File: config.mk
export PLATFORM = sky130hd
export DESIGN_NAME = sync_async_patgen_mc
export DESIGN_NICKNAME = d
export VERILOG_FILES = /design/src/rtl/sync_async_patgen_mc.sv
export SDC_FILE = /design/constraint.sdc
export NUM_CORES = 1
export LEC_CHECK = 0
export ABC_AREA = 1
export CAP_MARGIN = 20
export CORE_MARGIN = 4
export CORE_UTILIZATION = 56
export DETAILED_ROUTE_END_ITERATION = 8
export HOLD_SLACK_MARGIN = 0.1
export PLACE_DENSITY = 0.74
export SETUP_SLACK_MARGIN = 0.15
export SYNTH_ARGS = -nofsm -noshare
export SYNTH_HDL_FRONTEND = slang
export SYNTH_SLANG_ARGS = --single-unit
File: constraint.sdc
create_clock -name clk -period 2.4 [get_ports clk]
set_input_delay 0.72 -clock clk [delete_from_list [all_inputs] [get_ports clk]]
set_output_delay 0.72 -clock clk [all_outputs]
set_load 0.005 [all_outputs]
File: src/rtl/sync_async_patgen_mc.sv
// Multi-channel pulse pattern generator with byte-wide register file and optional syncrst start.
// Define PATGEN_SYNC_EN to enable the syncrst synchroniser and honour the synced input.
`timescale 1ns/1ps
module sync_async_patgen_mc #(
  parameter int NCH   = 4,
  parameter int CNT_W = 16
) (
  input  logic             clk,
  input  logic             rst,
  input  logic             suspend,
  input  logic             rfg_write,
  input  logic [7:0]       rfg_write_address,
  input  logic [7:0]       rfg_write_data,
  input  logic             synced,
  input  logic             syncrst,
  output logic [NCH-1:0]   out,
  output logic             running,
  output logic             done,
  output logic [2:0]       state_dbg
);

  typedef enum logic [2:0] {
    S_IDLE  = 3'd0,
    S_DELAY = 3'd1,
    S_HIGH  = 3'd2,
    S_LOW   = 3'd3,
    S_DONE  = 3'd4
  } state_t;

  // Configuration survives rst so software can program it while the block is held.
  logic [CNT_W-1:0] runlen_r    = '0;
  logic [CNT_W-1:0] idelay_r    = '0;
  logic [CNT_W-1:0] clkfac_r    = '0;
  logic [CNT_W-1:0] high_len_r  = '0;
  logic [CNT_W-1:0] low_len_r   = '0;
  logic [15:0]      numpulses_r = '0;
  logic [NCH-1:0]   enable_r    = '0;
  logic [NCH-1:0]   invert_r    = '0;

  logic [1:0] lane;
  assign lane = rfg_write_address[1:0];

  function automatic logic [31:0] put_byte(input logic [31:0] cur, input logic [1:0] ln,
                                           input logic [7:0] d);
    logic [31:0] r;
    r = cur;
    r[{ln, 3'b000} +: 8] = d;
    return r;
  endfunction

  function automatic logic [CNT_W-1:0] len_m1(input logic [CNT_W-1:0] v);
    return (v == '0) ? '0 : v - 1'b1;
  endfunction

  always_ff @(posedge clk) begin
    if (rfg_write) begin
      case (rfg_write_address[7:2])
        6'h00: runlen_r   <= CNT_W'(put_byte(32'(runlen_r), lane, rfg_write_data));
        6'h01: idelay_r   <= CNT_W'(put_byte(32'(idelay_r), lane, rfg_write_data));
        6'h02: clkfac_r   <= CNT_W'(put_byte(32'(clkfac_r), lane, rfg_write_data));
        6'h03: high_len_r <= CNT_W'(put_byte(32'(high_len_r), lane, rfg_write_data));
        6'h04: low_len_r  <= CNT_W'(put_byte(32'(low_len_r), lane, rfg_write_data));
        6'h05: if (!lane[1]) numpulses_r <= 16'(put_byte(32'(numpulses_r), lane, rfg_write_data));
        6'h06: enable_r   <= NCH'(put_byte(32'(enable_r), lane, rfg_write_data));
        6'h07: invert_r   <= NCH'(put_byte(32'(invert_r), lane, rfg_write_data));
        default: ;
      endcase
    end
  end

  logic start_ok;

`ifdef PATGEN_SYNC_EN
  logic sync_ff1, sync_ff2, sync_prev;

  // History keeps advancing during suspend so edges seen then are consumed, not queued.
  always_ff @(posedge clk) begin
    if (rst) begin
      sync_ff1  <= 1'b0;
      sync_ff2  <= 1'b0;
      sync_prev <= 1'b0;
    end else begin
      sync_ff1  <= syncrst;
      sync_ff2  <= sync_ff1;
      sync_prev <= sync_ff2;
    end
  end

  assign start_ok = synced ? (sync_ff2 & ~sync_prev) : 1'b1;
`else
  logic unused_sync;
  assign unused_sync = synced ^ syncrst;
  assign start_ok    = 1'b1;
`endif

  state_t           state;
  logic [CNT_W-1:0] divider, phase_cnt, cur_clkfac, cur_high, cur_low, run_left;
  logic [15:0]      pulse_left;

  always_ff @(posedge clk) begin
    if (rst) begin
      state      <= S_IDLE;
      divider    <= '0;
      phase_cnt  <= '0;
      pulse_left <= '0;
      cur_clkfac <= '0;
      cur_high   <= '0;
      cur_low    <= '0;
      run_left   <= runlen_r;
    end else if (!suspend) begin
      case (state)
        S_IDLE: begin
          if (start_ok) begin
            state      <= S_DELAY;
            divider    <= clkfac_r;
            cur_clkfac <= clkfac_r;
            cur_high   <= high_len_r;
            cur_low    <= low_len_r;
            pulse_left <= (numpulses_r == 16'd0) ? 16'd0 : numpulses_r - 16'd1;
            phase_cnt  <= len_m1(idelay_r);
          end
        end
        S_DELAY, S_HIGH, S_LOW: begin
          if (divider != '0) begin
            divider <= divider - 1'b1;
          end else begin
            divider <= cur_clkfac;
            if (phase_cnt != '0) begin
              phase_cnt <= phase_cnt - 1'b1;
            end else begin
              case (state)
                S_DELAY: begin
                  state     <= S_HIGH;
                  phase_cnt <= len_m1(cur_high);
                end
                S_HIGH: begin
                  if (pulse_left != 16'd0) begin
                    state      <= S_LOW;
                    pulse_left <= pulse_left - 16'd1;
                    phase_cnt  <= len_m1(cur_low);
                  end else if (run_left == CNT_W'(1)) begin
                    state <= S_DONE;
                  end else begin
                    // run_left of zero means an unbounded run.
                    if (run_left != '0) run_left <= run_left - 1'b1;
                    state <= S_IDLE;
                  end
                end
                default: begin
                  state     <= S_HIGH;
                  phase_cnt <= len_m1(cur_high);
                end
              endcase
            end
          end
        end
        default: state <= S_DONE;
      endcase
    end
  end

  always_ff @(posedge clk) begin
    if (rst) begin
      out <= '0;
    end else if (!suspend) begin
      out <= ({NCH{state == S_HIGH}} & enable_r) ^ invert_r;
    end
  end

  assign running   = (state == S_DELAY) || (state == S_HIGH) || (state == S_LOW);
  assign done      = (state == S_DONE);
  assign state_dbg = state;

endmodule

==> flow_results.xml <==
<?xml version="1.0" encoding="UTF-8"?>
<metrics>
  <group name="synth">
    <metric name="combinational_family_with_the_most_area_after_synthesis" unit="">simple AND/OR/NAND/NOR gates</metric>
    <metric name="post_synth_and_or_nand_nor_area_fraction" unit="">0.2424</metric>
    <metric name="ys_warn_count" unit="">0</metric>
    <metric name="synth.ff_latch_count" unit="">223</metric>
    <metric name="synthMuxAreaShare" unit="">0</metric>
    <metric name="synth.yosys.seq_area_share" unit="">0.4908</metric>
    <metric name="netlist_area" unit="mm²">0.01154</metric>
    <metric name="postSynthAreaPerCell" unit="µm²">8.055</metric>
    <metric name="share_of_the_synthesized_netlist_area_taken_by_xor_and_xnor_gates" unit="">0.05539</metric>
    <metric name="yosys.area_share.adder" unit="">0.01843</metric>
    <metric name="ys_dominant_reg_cell" unit="">sky130_fd_sc_hd__edfxtp_1</metric>
    <metric name="asyncSetResetFlopFracSynth" unit="">0</metric>
    <metric name="synthTopCellsByArea" unit="">sky130_fd_sc_hd__edfxtp_1, sky130_fd_sc_hd__dfxtp_1, sky130_fd_sc_hd__nor2_1</metric>
    <metric name="synth.net_count" unit="">1472</metric>
    <metric name="syn-instance-count" unit="">1433</metric>
    <metric name="synth.top_cell.area_share" unit="">0.3122</metric>
    <metric name="synth_enable_flop_cells" unit="">120</metric>
    <metric name="yosys.area.top_type" unit="">sky130_fd_sc_hd__edfxtp_1</metric>
    <metric name="ys_types" unit="">45</metric>
    <metric name="synth-compound-area-share" unit="">0.1289</metric>
  </group>
  <group name="clocking">
    <metric name="cts_inserted_buffers" unit="">24</metric>
    <metric name="path_clk_slew" unit="ns">0.06</metric>
    <metric name="cts.htree.levels" unit="">1</metric>
    <metric name="ctsRootBufferMaster" unit="">sky130_fd_sc_hd__clkbuf_16</metric>
    <metric name="cts_max_path_buffers" unit="">3</metric>
    <metric name="clk_latency" unit="ns">0.53</metric>
    <metric name="cts_num_sinks" unit="">223</metric>
    <metric name="tritoncts" unit="">built</metric>
  </group>
  <group name="setup_path">
    <metric name="setup.worst_path.start_class" unit="">flop</metric>
    <metric name="critical_path.top_delay_family" unit="">buffers and inverters</metric>
    <metric name="slowest_stage" unit="">sky130_fd_sc_hd__dfxtp_4</metric>
    <metric name="delay_of_the_slowest_cell_on_the_worst_path" unit="ns">0.37</metric>
    <metric name="worstSetupPathType" unit="">reg2out</metric>
    <metric name="cp.arrival" unit="ns">1.56</metric>
    <metric name="crit_top_cell" unit="">sky130_fd_sc_hd__nor2_4</metric>
    <metric name="critPathBufInv" unit="">2</metric>
    <metric name="critical_path.cell_chain" unit="">nor2_4 &gt; inv_1 &gt; nor2_4 &gt; dlygate4sd2_1</metric>
    <metric name="critical_path.max_fanout" unit="">4</metric>
    <metric name="critical_path.endpoint_type" unit="">output port</metric>
    <metric name="timing.critical_path.required" unit="ns">1.68</metric>
  </group>
  <group name="place">
    <metric name="weighted_congestion_at_the_end_of_routability_driven_global_placement" unit="">0.9516</metric>
    <metric name="detailed_place.area" unit="mm²">0.01245</metric>
    <metric name="hpwlAfterDp" unit="mm">21.35</metric>
    <metric name="dp_cells" unit="">1745</metric>
    <metric name="io_buffers" unit="">28</metric>
  </group>
  <group name="floorplan">
    <metric name="std_cell_rows" unit="">52</metric>
    <metric name="fp.dieW" unit="µm">151.6</metric>
    <metric name="core_region_area" unit="mm²">0.02023</metric>
    <metric name="die_height" unit="µm">151.6</metric>
    <metric name="top_level_ports" unit="">31</metric>
    <metric name="die-area" unit="mm²">0.02297</metric>
    <metric name="initial_core_util" unit="">0.5704</metric>
  </group>
  <group name="sta">
    <metric name="finalMaxSlewViolations" unit="">0</metric>
    <metric name="worst-slew-pin-transition" unit="ns">0.7213</metric>
    <metric name="timing.slew.headroom" unit="">0.5173</metric>
    <metric name="layout_min_cycle_time" unit="ns">2.277</metric>
    <metric name="clock-skew-final" unit="ns">0.01104</metric>
    <metric name="grt_setup_unrepaired" unit="">true</metric>
    <metric name="report.final.setup_viol" unit="">0</metric>
    <metric name="fmax" unit="MHz">439.2</metric>
    <metric name="min_period_over_period" unit="">0.9486</metric>
    <metric name="timing.final.hold_violations" unit="">0</metric>
  </group>
  <group name="detailed_routing">
    <metric name="vias_per_cell" unit="">5.575</metric>
    <metric name="post-route-drc-count" unit="">0</metric>
    <metric name="vias" unit="">10010</metric>
    <metric name="drt_first_pass_iters" unit="">6</metric>
    <metric name="routed_wirelength" unit="mm">30.15</metric>
    <metric name="route.detailed.wl_per_inst" unit="µm">16.79</metric>
    <metric name="drt-initial-drc-count" unit="">861</metric>
    <metric name="postRouteAntennaNets" unit="">0</metric>
  </group>
  <group name="job">
    <metric name="maxCapViolations" unit="">0</metric>
  </group>
  <group name="finish">
    <metric name="finalNonFillerCells" unit="">1795</metric>
    <metric name="postLayoutCellArea" unit="mm²">0.01336</metric>
    <metric name="drive_above_1_share" unit="">0.09967</metric>
    <metric name="fillers" unit="">1632</metric>
    <metric name="flow.area_growth_from_synthesis" unit="%">15.78</metric>
    <metric name="num_antenna_cells" unit="">0</metric>
    <metric name="nets_final" unit="">1546</metric>
  </group>
  <group name="power_and_ir_drop">
    <metric name="max-vdd-ir-drop" unit="mV">0.7099</metric>
    <metric name="static-leakage-power" unit="nW">5.252</metric>
    <metric name="power.density_cell_area" unit="mW/mm²">891.2</metric>
    <metric name="totalPowerFinal" unit="mW">11.91</metric>
  </group>
  <group name="global_route">
    <metric name="wire_length_of_the_first_global_routing_pass" unit="mm">48.27</metric>
    <metric name="maximum_number_of_pins_on_one_net_before_global_route_repair" unit="">49</metric>
    <metric name="globalRoute.totalOverflow" unit="">0</metric>
    <metric name="global_route.usage.total" unit="">0.2650</metric>
    <metric name="antenna_found_initial" unit="">0</metric>
    <metric name="vias_in_the_first_global_route" unit="">9488</metric>
  </group>
  <group name="min_path">
    <metric name="hold_class" unit="">reg2reg</metric>
  </group>
  <group name="run_status">
    <metric name="outcome" unit="">completed</metric>
  </group>
</metrics>
[final timing paths]
check	slack, ns	depth (start not counted)	endpoint	startpoint
worst max-delay path	0.12	4	done	state_dbg[1]
worst min-delay path	0.45	2	cur_clkfac[15]	cur_clkfac[15]
worst max register to register	0.19	8	run_left[2]	state_dbg[0]
worst min register to register	0.45	2	cur_clkfac[15]	cur_clkfac[15]
[power by group]
part	internal, mW	leakage, nW	switching [mW]
clock network	2.13	0.399	1.64
registers	4.37	1.74	0.391
logic	1.24	3.11	2.13
total	7.75	5.25	4.16
[kinds of logic (layout without fill, tap and decap cells)]
family / after synthesis / count (layout)
and+or+nand+nor: 661 / 661
DFF: 223 / 223
xor gates and xnor gates: 73 / 73
AOI/OAI and AO/OA: 278 / 278
adders and majority gates: 17 / 17
buffers and inverters: 181 / 273
[cell usage after synthesis, drive strengths merged, types with 26 or more instances]
master	number
nor2	287
nand2	263
inv	138
o21ai	136
edfxtp	120
a21oi	108
dfxtp	103
nand3	53
xor2	47
clkbuf	26
xnor2	26
[worst register-to-register path, stage by stage, from the launching register on]
cell,delay (ns)
sky130_fd_sc_hd__dfxtp_2,0.34
sky130_fd_sc_hd__buf_6,0.12
sky130_fd_sc_hd__buf_4,0.14
sky130_fd_sc_hd__nor3_4,0.24
sky130_fd_sc_hd__nand4_1,0.34
sky130_fd_sc_hd__nor2_4,0.30
sky130_fd_sc_hd__nand3_1,0.14
sky130_fd_sc_hd__nand2_1,0.13
sky130_fd_sc_hd__buf_12,0.16
[repair_timing]
| action | 4_1_cts | 5_1_grt |
|---|---|---|
| gates cloned | 0 | 0 |
| setup buffers | 3 | 3 |
| endpoints found under the setup margin | 5 | 47 |
| hold buffers | 0 | 0 |
| gates resized for setup | 11 | 7 |
| pin swaps | 2 | 2 |
[per-stage QoR]
stage          TNS (ns)    util  setup WS, ns  hold slack [ns]
6_report              0  0.6605        0.1234           0.4543
5_1_grt               0  0.6605       0.07574           0.4737
4_1_cts               0  0.6582        0.1108           0.4586
3_5_place_dp     -12.44  0.6152       -0.3191           0.4468
3_3_place_gp     -10.05  0.6152       -0.2344           0.4346
2_1_floorplan         0       -        0.1912           0.4245
[cell usage in the layout, fill, tap and decap left out, types with 7 or more instances in the layout]
| master | instances |
|---|---|
| sky130_fd_sc_hd__nand3_1 | 53 |
| sky130_fd_sc_hd__dfxtp_1 | 100 |
| sky130_fd_sc_hd__clkdlybuf4s50_1 | 26 |
| sky130_fd_sc_hd__edfxtp_1 | 120 |
| sky130_fd_sc_hd__nand2_1 | 257 |
| sky130_fd_sc_hd__ha_1 | 17 |
| sky130_fd_sc_hd__nor2_4 | 8 |
| sky130_fd_sc_hd__buf_4 | 56 |
| sky130_fd_sc_hd__or2_2 | 7 |
| sky130_fd_sc_hd__nor3_1 | 12 |
| sky130_fd_sc_hd__nor2_2 | 7 |
| sky130_fd_sc_hd__nor4_1 | 7 |
| sky130_fd_sc_hd__nand4_1 | 16 |
| sky130_fd_sc_hd__o211ai_1 | 11 |
| sky130_fd_sc_hd__o21ai_0 | 129 |
| sky130_fd_sc_hd__a21oi_1 | 106 |
| sky130_fd_sc_hd__clkbuf_16 | 26 |
| sky130_fd_sc_hd__nor2_1 | 272 |
| sky130_fd_sc_hd__xor2_1 | 47 |
| sky130_fd_sc_hd__a31oi_1 | 9 |
| sky130_fd_sc_hd__xnor2_1 | 26 |
| sky130_fd_sc_hd__inv_1 | 131 |
[metal layers]
metal,share of wire,routed length (µm),global-route usage,vias up
li1,-,-,-,4901
met5,0,0,0,-
met4,0.032,976,0.08760,0
met2,0.45,13690,0.4136,360
met3,0.070,2123,0.05532,81
met1,0.44,13350,0.3710,4666
[area by class of cell]
| class | instances | area, µm² | area share |
|---|---|---|---|
| Multi-Input combinational cell | 1029 | 5179 | 0.3875 |
| Clock inverter | 17 | 171.4 | 0.01283 |
| Inverter | 138 | 518.0 | 0.03876 |
| Timing Repair Buffer | 91 | 829.5 | 0.06207 |
| Sequential cell | 223 | 5674 | 0.4246 |
| Clock buffer | 27 | 654.4 | 0.04897 |
| Tap cell | 270 | 337.8 | 0.02528 |
Power figures use the tool's default switching activity.
